### src/rtl/aes_sbox_pkg.sv
// Shared constants and helpers for the AES S-box datapath.
// Bytes on the ports are MSB-first: vector bit 0 carries the AES byte MSB.
package aes_sbox_pkg;

  localparam logic [7:0] INV_AFFINE_C = 8'h05;
  localparam int         T_W          = 27;

  // Inverse affine map, taking and returning MSB-first bytes.
  function automatic logic [7:0] inv_affine(input logic [7:0] u);
    logic [7:0] b;
    logic [7:0] w;
    logic [7:0] r;
    for (int k = 0; k < 8; k++) b[7-k] = u[k];
    for (int i = 0; i < 8; i++)
      w[i] = b[(i+2)%8] ^ b[(i+5)%8] ^ b[(i+7)%8] ^ INV_AFFINE_C[i];
    for (int k = 0; k < 8; k++) r[k] = w[7-k];
    return r;
  endfunction

endpackage

### src/rtl/top_linear_t_expand.sv
// Top linear expansion W -> T[0..26] feeding the shared nonlinear middle stage.
// Purely combinational; no handshake.
module top_linear_t_expand
  import aes_sbox_pkg::*;
(
  input  logic [7:0]     w,
  output logic [T_W-1:0] t
);

  logic [T_W-1:0] x;

  always_comb begin
    x     = '0;
    x[0]  = w[0] ^ w[3];
    x[1]  = w[0] ^ w[5];
    x[2]  = w[0] ^ w[6];
    x[3]  = w[3] ^ w[5];
    x[4]  = w[4] ^ w[6];
    x[5]  = x[0] ^ x[4];
    x[6]  = w[1] ^ w[2];
    x[7]  = w[7] ^ x[5];
    x[8]  = w[7] ^ x[6];
    x[9]  = x[5] ^ x[6];
    x[10] = w[1] ^ w[5];
    x[11] = w[2] ^ w[5];
    x[12] = x[2] ^ x[3];
    x[13] = x[5] ^ x[10];
    x[14] = x[4] ^ x[10];
    x[15] = x[4] ^ x[11];
    x[16] = x[8] ^ x[15];
    x[17] = w[3] ^ w[7];
    x[18] = x[6] ^ x[17];
    x[19] = x[0] ^ x[18];
    x[20] = w[6] ^ w[7];
    x[21] = x[6] ^ x[20];
    x[22] = x[1] ^ x[21];
    x[23] = x[1] ^ x[9];
    x[24] = x[19] ^ x[16];
    x[25] = x[2] ^ x[15];
    x[26] = x[0] ^ x[11];
  end

  assign t = x;

endmodule

### src/rtl/top_linear_inverse_pipe.sv
// Inverse-affine + top linear stage of the shared S-box, 2-cycle latency, 1 beat/cycle.
// Backpressure: in_ready follows out_ready combinationally; empty stages fill while stalled.
module top_linear_inverse_pipe
  import aes_sbox_pkg::*;
#(
  parameter int TAG_W = 4
) (
  input  logic             clk,
  input  logic             rst_n,
  input  logic             in_valid,
  output logic             in_ready,
  input  logic [7:0]       in_u,
  input  logic             in_dir,
  input  logic [TAG_W-1:0] in_tag,
  output logic             out_valid,
  input  logic             out_ready,
  output logic [T_W-1:0]   out_t,
  output logic [7:0]       out_w,
  output logic [TAG_W-1:0] out_tag
);

  logic             s1_vld, s2_vld;
  logic [7:0]       s1_w, s2_w;
  logic [TAG_W-1:0] s1_tag, s2_tag;
  logic [T_W-1:0]   s2_t, t_nxt;
  logic             s1_adv, s2_adv;
  logic [7:0]       w_nxt;

  assign s2_adv   = !s2_vld || out_ready;
  assign s1_adv   = !s1_vld || s2_adv;
  assign in_ready = s1_adv;

  // Forward-direction beats skip the inverse affine so one instance serves both ways.
  assign w_nxt = in_dir ? in_u : inv_affine(in_u);

  top_linear_t_expand u_t_expand (
    .w (s1_w),
    .t (t_nxt)
  );

  always_ff @(posedge clk or negedge rst_n) begin
    if (!rst_n) begin
      s1_vld <= 1'b0;
      s2_vld <= 1'b0;
    end else begin
      if (s1_adv) s1_vld <= in_valid;
      if (s2_adv) s2_vld <= s1_vld;
    end
  end

  // Payload registers carry no reset; the valid flags qualify them.
  always_ff @(posedge clk) begin
    if (s1_adv && in_valid) begin
      s1_w   <= w_nxt;
      s1_tag <= in_tag;
    end
    if (s2_adv && s1_vld) begin
      s2_t   <= t_nxt;
      s2_w   <= s1_w;
      s2_tag <= s1_tag;
    end
  end

  assign out_valid = s2_vld;
  assign out_t     = s2_vld ? s2_t   : '0;
  assign out_w     = s2_vld ? s2_w   : '0;
  assign out_tag   = s2_vld ? s2_tag : '0;

endmodule
### config.mk
export PLATFORM = sky130hd
export DESIGN_NAME = top_linear_inverse_pipe
export DESIGN_NICKNAME = d
export VERILOG_FILES = /design/src/rtl/aes_sbox_pkg.sv /design/src/rtl/top_linear_t_expand.sv /design/src/rtl/top_linear_inverse_pipe.sv
export SDC_FILE = /design/constraint.sdc
export NUM_CORES = 1
export LEC_CHECK = 0
export BUFFER_PORTS_ARGS = -buffer_cell sky130_fd_sc_hd__buf_2
export CAP_MARGIN = 20
export CORE_ASPECT_RATIO = 0.9
export CORE_UTILIZATION = 45
export DETAILED_ROUTE_END_ITERATION = 8
export PLACE_DENSITY_LB_ADDON = 0.08
export REMOVE_ABC_BUFFERS = 1
export SLEW_MARGIN = 20
export SYNTH_ARGS = -nofsm -noshare
export SYNTH_HDL_FRONTEND = slang
export SYNTH_SLANG_ARGS = --single-unit
### constraint.sdc
create_clock -name clk -period 2.55 [get_ports clk]
set_input_delay 0.255 -clock clk [delete_from_list [all_inputs] [get_ports clk]]
set_output_delay 0.255 -clock clk [all_outputs]
set_load 0.01 [all_outputs]
=== Word level (Yosys, flattened, before mapping) ===
Cells that the tools add are included.

* Bitwise gates (word level): 45
* Mux-type cells: 4
* Reduce and logical (&&, ||, !) cells: 6

{| class="wikitable"
|+ Operators with widths
! cell !! count
|-
| bitwise XOR 1 bit || 43
|-
| 2-to-1 mux 27 bit || 1
|-
| 2-to-1 mux 8 bit || 2
|-
| 2-to-1 mux 4 bit || 1
|-
| logical AND 1 bit || 2
|-
| logical NOT 1 bit || 2
|-
| logical OR 1 bit || 2
|-
| NOT 1 bit || 2
|}

* Output and inout port bits: 41
* Bits in registers: 53
* Bits of input ports: 17

=== Logic depth before layout (Yosys ltp) ===
Gate-level depths: netlist of run 1.

* Depth after elaboration: 4
* Gate-level depth with buffers: 4

=== By module ===
A second synthesis of run 1 with hierarchy kept.

* Cell total of the unflattened synthesis: 163
* Area total of the unflattened synthesis: 2494.9 um^2

{| class="wikitable"
|+ Modules (own cells, without submodules)
! module !! instances !! area an instance (um^2) !! sequential area each (um^2) !! cells an instance
|-
| top_linear_inverse_pipe || 1 || 2135.8 || 1581.5 || 127
|-
| top_linear_t_expand || 1 || 359.1 || 0.0 || 36
|}

=== Worst setup path before layout of run 1 ===
No wires, ideal clock.

* Path type: reg2reg
* Start: register s2_vld (netlist: out_valid)
* End: register s2_t[0] (enable)
* Path slack: 650 ps
* Arrival time: 1500 ps
* Stages on the path, launching flop included: 3
* Required time: 2150 ps
* Path through: dfrtp_1 -> nand2b_1 -> and2_1

* Word-level cells in the longest chain between the ends: 3

{| class="wikitable"
|+ RTL lines
! element !! RTL line !! text
|-
| from (decl) || top_linear_inverse_pipe.sv:22 || <nowiki>logic s1_vld, s2_vld;</nowiki>
|-
| from (signal assigned) || top_linear_inverse_pipe.sv:47 || <nowiki>if (s2_adv) s2_vld <= s1_vld;</nowiki>
|-
| logical NOT 1 bit || top_linear_inverse_pipe.sv:29 || <nowiki>assign s2_adv = !s2_vld || out_ready;</nowiki>
|-
| logical OR 1 bit || top_linear_inverse_pipe.sv:29 ||
|-
| logical AND 1 bit || top_linear_inverse_pipe.sv:57 || <nowiki>if (s2_adv && s1_vld) begin</nowiki>
|-
| to (signal assigned) || top_linear_inverse_pipe.sv:58 || <nowiki>s2_t <= t_nxt;</nowiki>
|-
| to (decl) || top_linear_inverse_pipe.sv:25 || <nowiki>logic [T_W-1:0] s2_t, t_nxt;</nowiki>
|}

Every way passes these cells.
A chain may end at the register's enable or synchronous reset.

=== Final worst setup path of run 1 ===
* Start: register s1_w[2]
* End: register s2_t[22] (data pin)

* Word-level cells in the longest chain between the ends: 3

{| class="wikitable"
|+ RTL lines
! element !! RTL line !! text
|-
| from (decl) || top_linear_inverse_pipe.sv:23 || <nowiki>logic [7:0] s1_w, s2_w;</nowiki>
|-
| from (signal assigned) || top_linear_inverse_pipe.sv:54 || <nowiki>s1_w <= w_nxt;</nowiki>
|-
| bitwise XOR 1 bit || top_linear_t_expand.sv:20 || <nowiki>x[6] = w[1] ^ w[2];</nowiki>
|-
| bitwise XOR 1 bit || top_linear_t_expand.sv:35 || <nowiki>x[21] = x[6] ^ x[20];</nowiki>
|-
| bitwise XOR 1 bit || top_linear_t_expand.sv:36 || <nowiki>x[22] = x[1] ^ x[21];</nowiki>
|-
| named net t_nxt[22] || top_linear_inverse_pipe.sv:25 ||
|}

The timed path passes the listed nets, and every way through them passes these cells.

==> results of run 1 <==
==> per-layer routing <==
layer | vias up | routed length [µm]
met5 | - | 0
met4 | 0 | 46
met3 | 5 | 186
met2 | 39 | 1723
met1 | 601 | 1513
li1 | 666 | -
==> worst paths after layout <==
path                            cells after the start  slack, ns   endpoint
worst max-delay path                                3       0.73   s2_t[22]
worst min-delay path                                1       0.12  s1_tag[3]
worst max register to register                      3       0.73   s2_t[22]
worst min register to register                      0       0.43  s2_tag[3]
max in group asynchronous                           2       2.20  out_valid
min in group asynchronous                           2       0.26     s1_vld
==> synth_stat cells <==
cell type,instances
clkbuf_1,5
nand2_1,8
xor3_2,1
dfrtp_1,2
buf_2,2
and2_1,41
o21ai_0,8
inv_1,5
nand3b_1,1
xnor2_1,19
xor2_1,19
edfxtp_1,51
xnor2_2,1
xor2_2,1
nand2b_1,3
==> state kept, by name (all words and copies together), names as in the netlist <==
signal,flops
out_valid,1
s1_w,8
s1_vld,1
s2_t,27
s1_tag,4
s2_w,8
s2_tag,4
==> metrics by stage <==
stage / cells / instance area [µm²] / worst slack, ns / hold WS, ns
after floorplan: 160 / 2344 / 0.3797 / -0.04059
after global placement: 283 / 2719 / 0.8027 / 0.03947
after detailed placement: 283 / 2719 / 0.7149 / 0.04178
after CTS: 292 / 2811 / 0.6798 / 0.1169
after global routing: 292 / 2811 / 0.5615 / 0.1083
final: 292 / 2811 / 0.7320 / 0.1227
==> cell type report <==
cell class | count | area (µm²)
clock buffer | 6 | 72.57
multi-input combinational | 102 | 744.5
tap | 65 | 81.33
sequential | 53 | 1582
clock inverter | 2 | 10.01
fill | 431 | 2143
timing repair buffer | 59 | 302.8
inverter | 5 | 18.77
==> kinds of logic (layout without fill, tap and decap cells) <==
logic type                count (synthesis)  after routing  share of synthesized area, %
DFF                                      53             53                         66.67
and+or+nand+nor                          53             53                         13.19
xor gates and xnor gates                 41             41                         16.46
buffers and inverters                    12             72                         2.004
AOI/OAI and AO/OA                         8              8                         1.688
==> report_power, final <==
part	switching (W)	leakage, nW	total (W)	internal [W]
sequential	0.0000427	0.512	0.00116	0.00112
clock	0.000249	0.0450	0.000440	0.000191
combinational	0.000243	0.566	0.000464	0.000221
total	0.000534	1.12	0.00207	0.00153
==> layout by cell type, fill, tap and decap left out <==
master	count
xnor2_1	19
xor3_2	1
buf_4	1
nand2_1	8
nand2b_1	3
xor2_2	1
clkbuf_8	5
inv_1	5
clkbuf_1	1
dfrtp_1	2
buf_2	57
o21ai_0	8
edfxtp_1	51
xnor2_2	1
nand3b_1	1
dlygate4sd3_1	1
and2_1	40
xor2_1	19
and2_2	1
clkinv_2	2
==> worst register-to-register path: cells and delay by family (launching register included) <==
| family | cells | cell delay, ns |
|---|---|---|
| flops | 1 | 0.44 |
| xor+xnor | 3 | 1.10 |
==> what timing repair did <==
item,4_1_cts,5_1_grt
endpoints found under the hold margin,2,0
hold buffers,1,0
gates resized for setup,0,0
==> metrics.cfg, run 1 <==
[finish]
syn_to_final_growth_pct=18.51
fin_util_pct=56.74
num_antenna_cells=0
fin_nets=243
drive_gt1_share_pct=30.40

[power_and_ir_drop]
peakVddDrop_mv=0.2835
p_per_area_nw_per_um2=735.6
p_leak_nw=1.123
finalPower_w=0.002068

[placement]
place_congestion=0.7460
io_buffers=57
hpwl_um=2499

[cts]
post_cts_buffers=0
cts_tree=yes
cts_made_buffers=5
cts.path.max_buffers=2
cts-root-buf=clkbuf_8
cts_sinks=53
worstSkewPairLatency_ns=0.30
clk_pin_slew_ns=0.09
cts_max_level=2

[synthesis]
netlist_instances=167
synth_top_area_share_pct=64.56
synth_top_area_cell=edfxtp_1
synth_cell_types=15
synth_area_leaders=edfxtp_1 65%, and2_1 11%, xnor2_1 7.0%, xor2_1 7.0%, dfrtp_1 2.1%
ys_ff_latch=53
ys_warn_count=0
syn_avg_cell_area_um2=14.21
seq_area_frac_synth_pct=66.67
netlist_area_um2=2372

[drt]
postRouteAntennaNets=0
viasPerCell=4.490
wl_um=3469
drt_iter0_drc=42
vias=1311
routedWlPerCell_um=11.88
drtPass1Iterations=2
drc=0

[min_path]
min_path_type=in -> reg
hold_start=in_tag[3]

[global_routing]
grt_overflow_total=0
grtUsageMet3_pct=4.387
grt_pass1_vias=1298
antenna_found_initial=0
top_usage_layer=met2
grt_usage_pct=13.93
grt_pass1_wl_um=5789
met1_usage_pct=15.32
grt_use_met2_pct=25.22
grt_max_degree=41

[setup_path]
worst-path-buf-inv=0
crit_path_max_incr_delay_ns=0.58
cpLargestDelayFamily=XOR/XNOR gates
r2r-start=s1_w[2]
cp_common_cell=xnor2_1
crit_path_max_fanout=6
critPathLaunch=s1_w[2]
cp.arrival_ns=1.84
cp_cell_sequence=xnor2_1 > xor2_1 > xnor2_1
critical_path.startpoint_type=flip-flop
endpoint_kind=flip-flop
cp.required_ns=2.58
cp_slowest_cell=xor2_1
critical_path_class=reg -> reg

[sta]
slew_violations=0
relSlewSlack_pct=42.88
finalSetupViolCount=0
fin_crit_ns=1.818
timing.final.crit_share_pct=71.29
rsz0062_at_grt=false
max_freq_ghz=0.5501
finalSetupTns_ns=0
fin_worst_skew_ns=0.004946
final_hold_viol_count=0
worst_pin_slew_ns=0.8568

[floorplanning]
die-area_um2=5567
io_pins=58
start_util_pct=47.88
fp-row-count=24
core_area_um2=4955
die_w_um=78.54
die_h_um=70.88

[flow_run]
cap_violations=0

[outcome]
status=finished clean

No activity file was read; power rests on OpenSTA's default activity.
==> run 2, diff against run 1 <==
clock period = 1.8 ns   (was 2.55 ns; I/O delays follow)
==> metrics.cfg, run 2 (synthesized netlist as in run 1, its figures left out) <==
[finish]
drive_gt1_share_pct=32.91  ; +2.5 points
syn_to_final_growth_pct=22.78
largest_reg_flops=27  ; unchanged
num_antenna_cells=0  ; unchanged
final_common_cell=buf_2
final_cells=302  ; +3.4%
fin_util_pct=58.79  ; +2.0 points
fin_nets=254  ; +4.5%
mostFrequentLayoutCells=57 x buf_2, 51 x edfxtp_1, 40 x and2_1
final_area_um2=2913  ; +3.6%
regMostFlops=s2_t
reg_top3=s2_t (27), s1_w (8), s2_w (8)

[sta]
slew_violations=0  ; unchanged
final_hold_viol_count=0  ; unchanged
fin_crit_ns=1.560  ; -0.2578 ns
timing.final.crit_share_pct=86.68  ; +15 points
worst_pin_slew_ns=0.4036  ; -0.4532 ns
finalSetupTns_ns=0  ; unchanged
fin_worst_skew_ns=0.009271  ; +0.004324 ns
relSlewSlack_pct=72.90  ; +30 points
finalSetupViolCount=0  ; unchanged
rsz0062_at_grt=false
max_freq_ghz=0.6410  ; +17%

[power_and_ir_drop]
p_per_area_nw_per_um2=1019  ; +39%
finalPower_w=0.002968  ; +44%
switching_power_w=0.0007542  ; +41%
p_int_w=0.002213  ; +44%
pwr-share-seq_pct=55.3  ; -1.0 points
peakVddDrop_mv=0.4844  ; +71%
p_clk_share_pct=20.1  ; -1.2 points
comb_power_share_pct=24.6  ; +2.2 points
p_leak_nw=1.178  ; +4.9%
swShare_pct=25.41  ; -0.43 points

[setup_path]
cp.required_ns=1.84  ; -0.74 ns
cp.arrival_ns=1.60  ; -0.24 ns
critical_path.startpoint_type=flip-flop
endpoint_kind=flip-flop
crit_path_max_fanout=3  ; -3
critical_path_class=reg -> reg

[global_routing]
grt_pass1_vias=1323  ; +1.9%
grt_usage_pct=14.53  ; +0.60 points
grt_pass1_wl_um=6072  ; +4.9%
grt_max_degree=27  ; -34%
grt_overflow_total=0  ; unchanged
antenna_found_initial=0  ; unchanged

[cts]
worstSkewPairLatency_ns=0.29  ; about the same
cts.path.max_buffers=2  ; unchanged
cts_tree=yes
clk_pin_slew_ns=0.08  ; about the same
cts_sinks=53  ; unchanged
postCtsHoldBufs=1  ; unchanged
cts-root-buf=clkbuf_8
cts_max_level=2  ; unchanged
cts-resized-gates=0  ; unchanged
post_cts_buffers=0  ; unchanged
cts_made_buffers=5  ; unchanged

[floorplanning]
die-area_um2=5567  ; unchanged
fp-row-count=24  ; unchanged
die_w_um=78.54  ; unchanged
start_util_pct=47.88  ; unchanged
core_area_um2=4955  ; unchanged
die_h_um=70.88  ; unchanged
io_pins=58  ; unchanged

[drt]
drt_iter0_drc=53  ; +26%
drc=0  ; unchanged
wl_um=3678  ; +6.0%
viasPerCell=4.477  ; -0.29%
routedWlPerCell_um=12.18  ; +2.5%
drtPass1Iterations=4  ; +2
vias=1352  ; +3.1%
postRouteAntennaNets=0  ; unchanged

[placement]
place_congestion=0.7259  ; -2.7%
placed_area_um2=2826  ; +4.0%
hpwl_um=2861  ; +14%
io_buffers=57  ; unchanged
placed_cells=294  ; +3.9%

[min_path]
min_path_type=in -> reg

[outcome]
status=finished clean

[flow_run]
cap_violations=0  ; unchanged

-- run 2: layout make-up --
type,count,area (µm²)
Timing Repair Buffer,70,410.4
Tap cell,65,81.33
Clock buffer,6,72.57
Sequential cell,53,1582
Clock inverter,1,3.754
Fill cell,417,2042
Multi-Input combinational cell,102,744.5
Inverter,5,18.77
-- run 2: worst paths after layout --
check	startpoint	to	slack (ns)	cells after the start
max in group asynchronous	rst_n	out_valid	1.52	2
setup reg to reg	s1_w[2]	s2_t[23]	0.24	3
setup / recovery	s1_w[2]	s2_t[23]	0.24	3
min in group asynchronous	rst_n	s1_vld	0.19	2
hold / removal	in_tag[1]	s1_tag[1]	0.06	1
hold reg to reg	s1_tag[3]	s2_tag[3]	0.43	0
-- run 2: worst max-delay path: stages, from the launching register on --
cell and delay (ns):
edfxtp_1 0.44, xnor2_1 0.36, xor3_2 0.34, xor2_1 0.17
-- run 2: layer usage --
| layer | global-route usage [%] | vias up | share of wire, % |
|---|---|---|---|
| li1 | - | 691 | - |
| met1 | 16.22 | 616 | 43 |
| met2 | 26.67 | 41 | 52 |
| met3 | 3.871 | 4 | 5.0 |
| met4 | 4.938 | 0 | 0.87 |
| met5 | 0 | - | 0 |
-- run 2: through the flow --
stage,hold slack (ns),setup WS [ns]
floorplan,-0.1156,-0.3703
global placement,-0.03472,0.3049
detailed placement,-0.03225,0.2233
CTS,0.05093,0.2220
global route,0.04587,0.1111
finish,0.06237,0.2398
-- run 2: power groups by stage --
stage | clock network (W) | registers, W | logic [W]
CTS | 0.000619 | 0.00165 | 0.000744
floorplan | 0 | 0.00167 | 0.000443
detailed placement | 0 | 0.00167 | 0.000741
global route | 0.000657 | 0.00166 | 0.000805
finish | 0.000596 | 0.00164 | 0.000729
global placement | 0 | 0.00166 | 0.000725
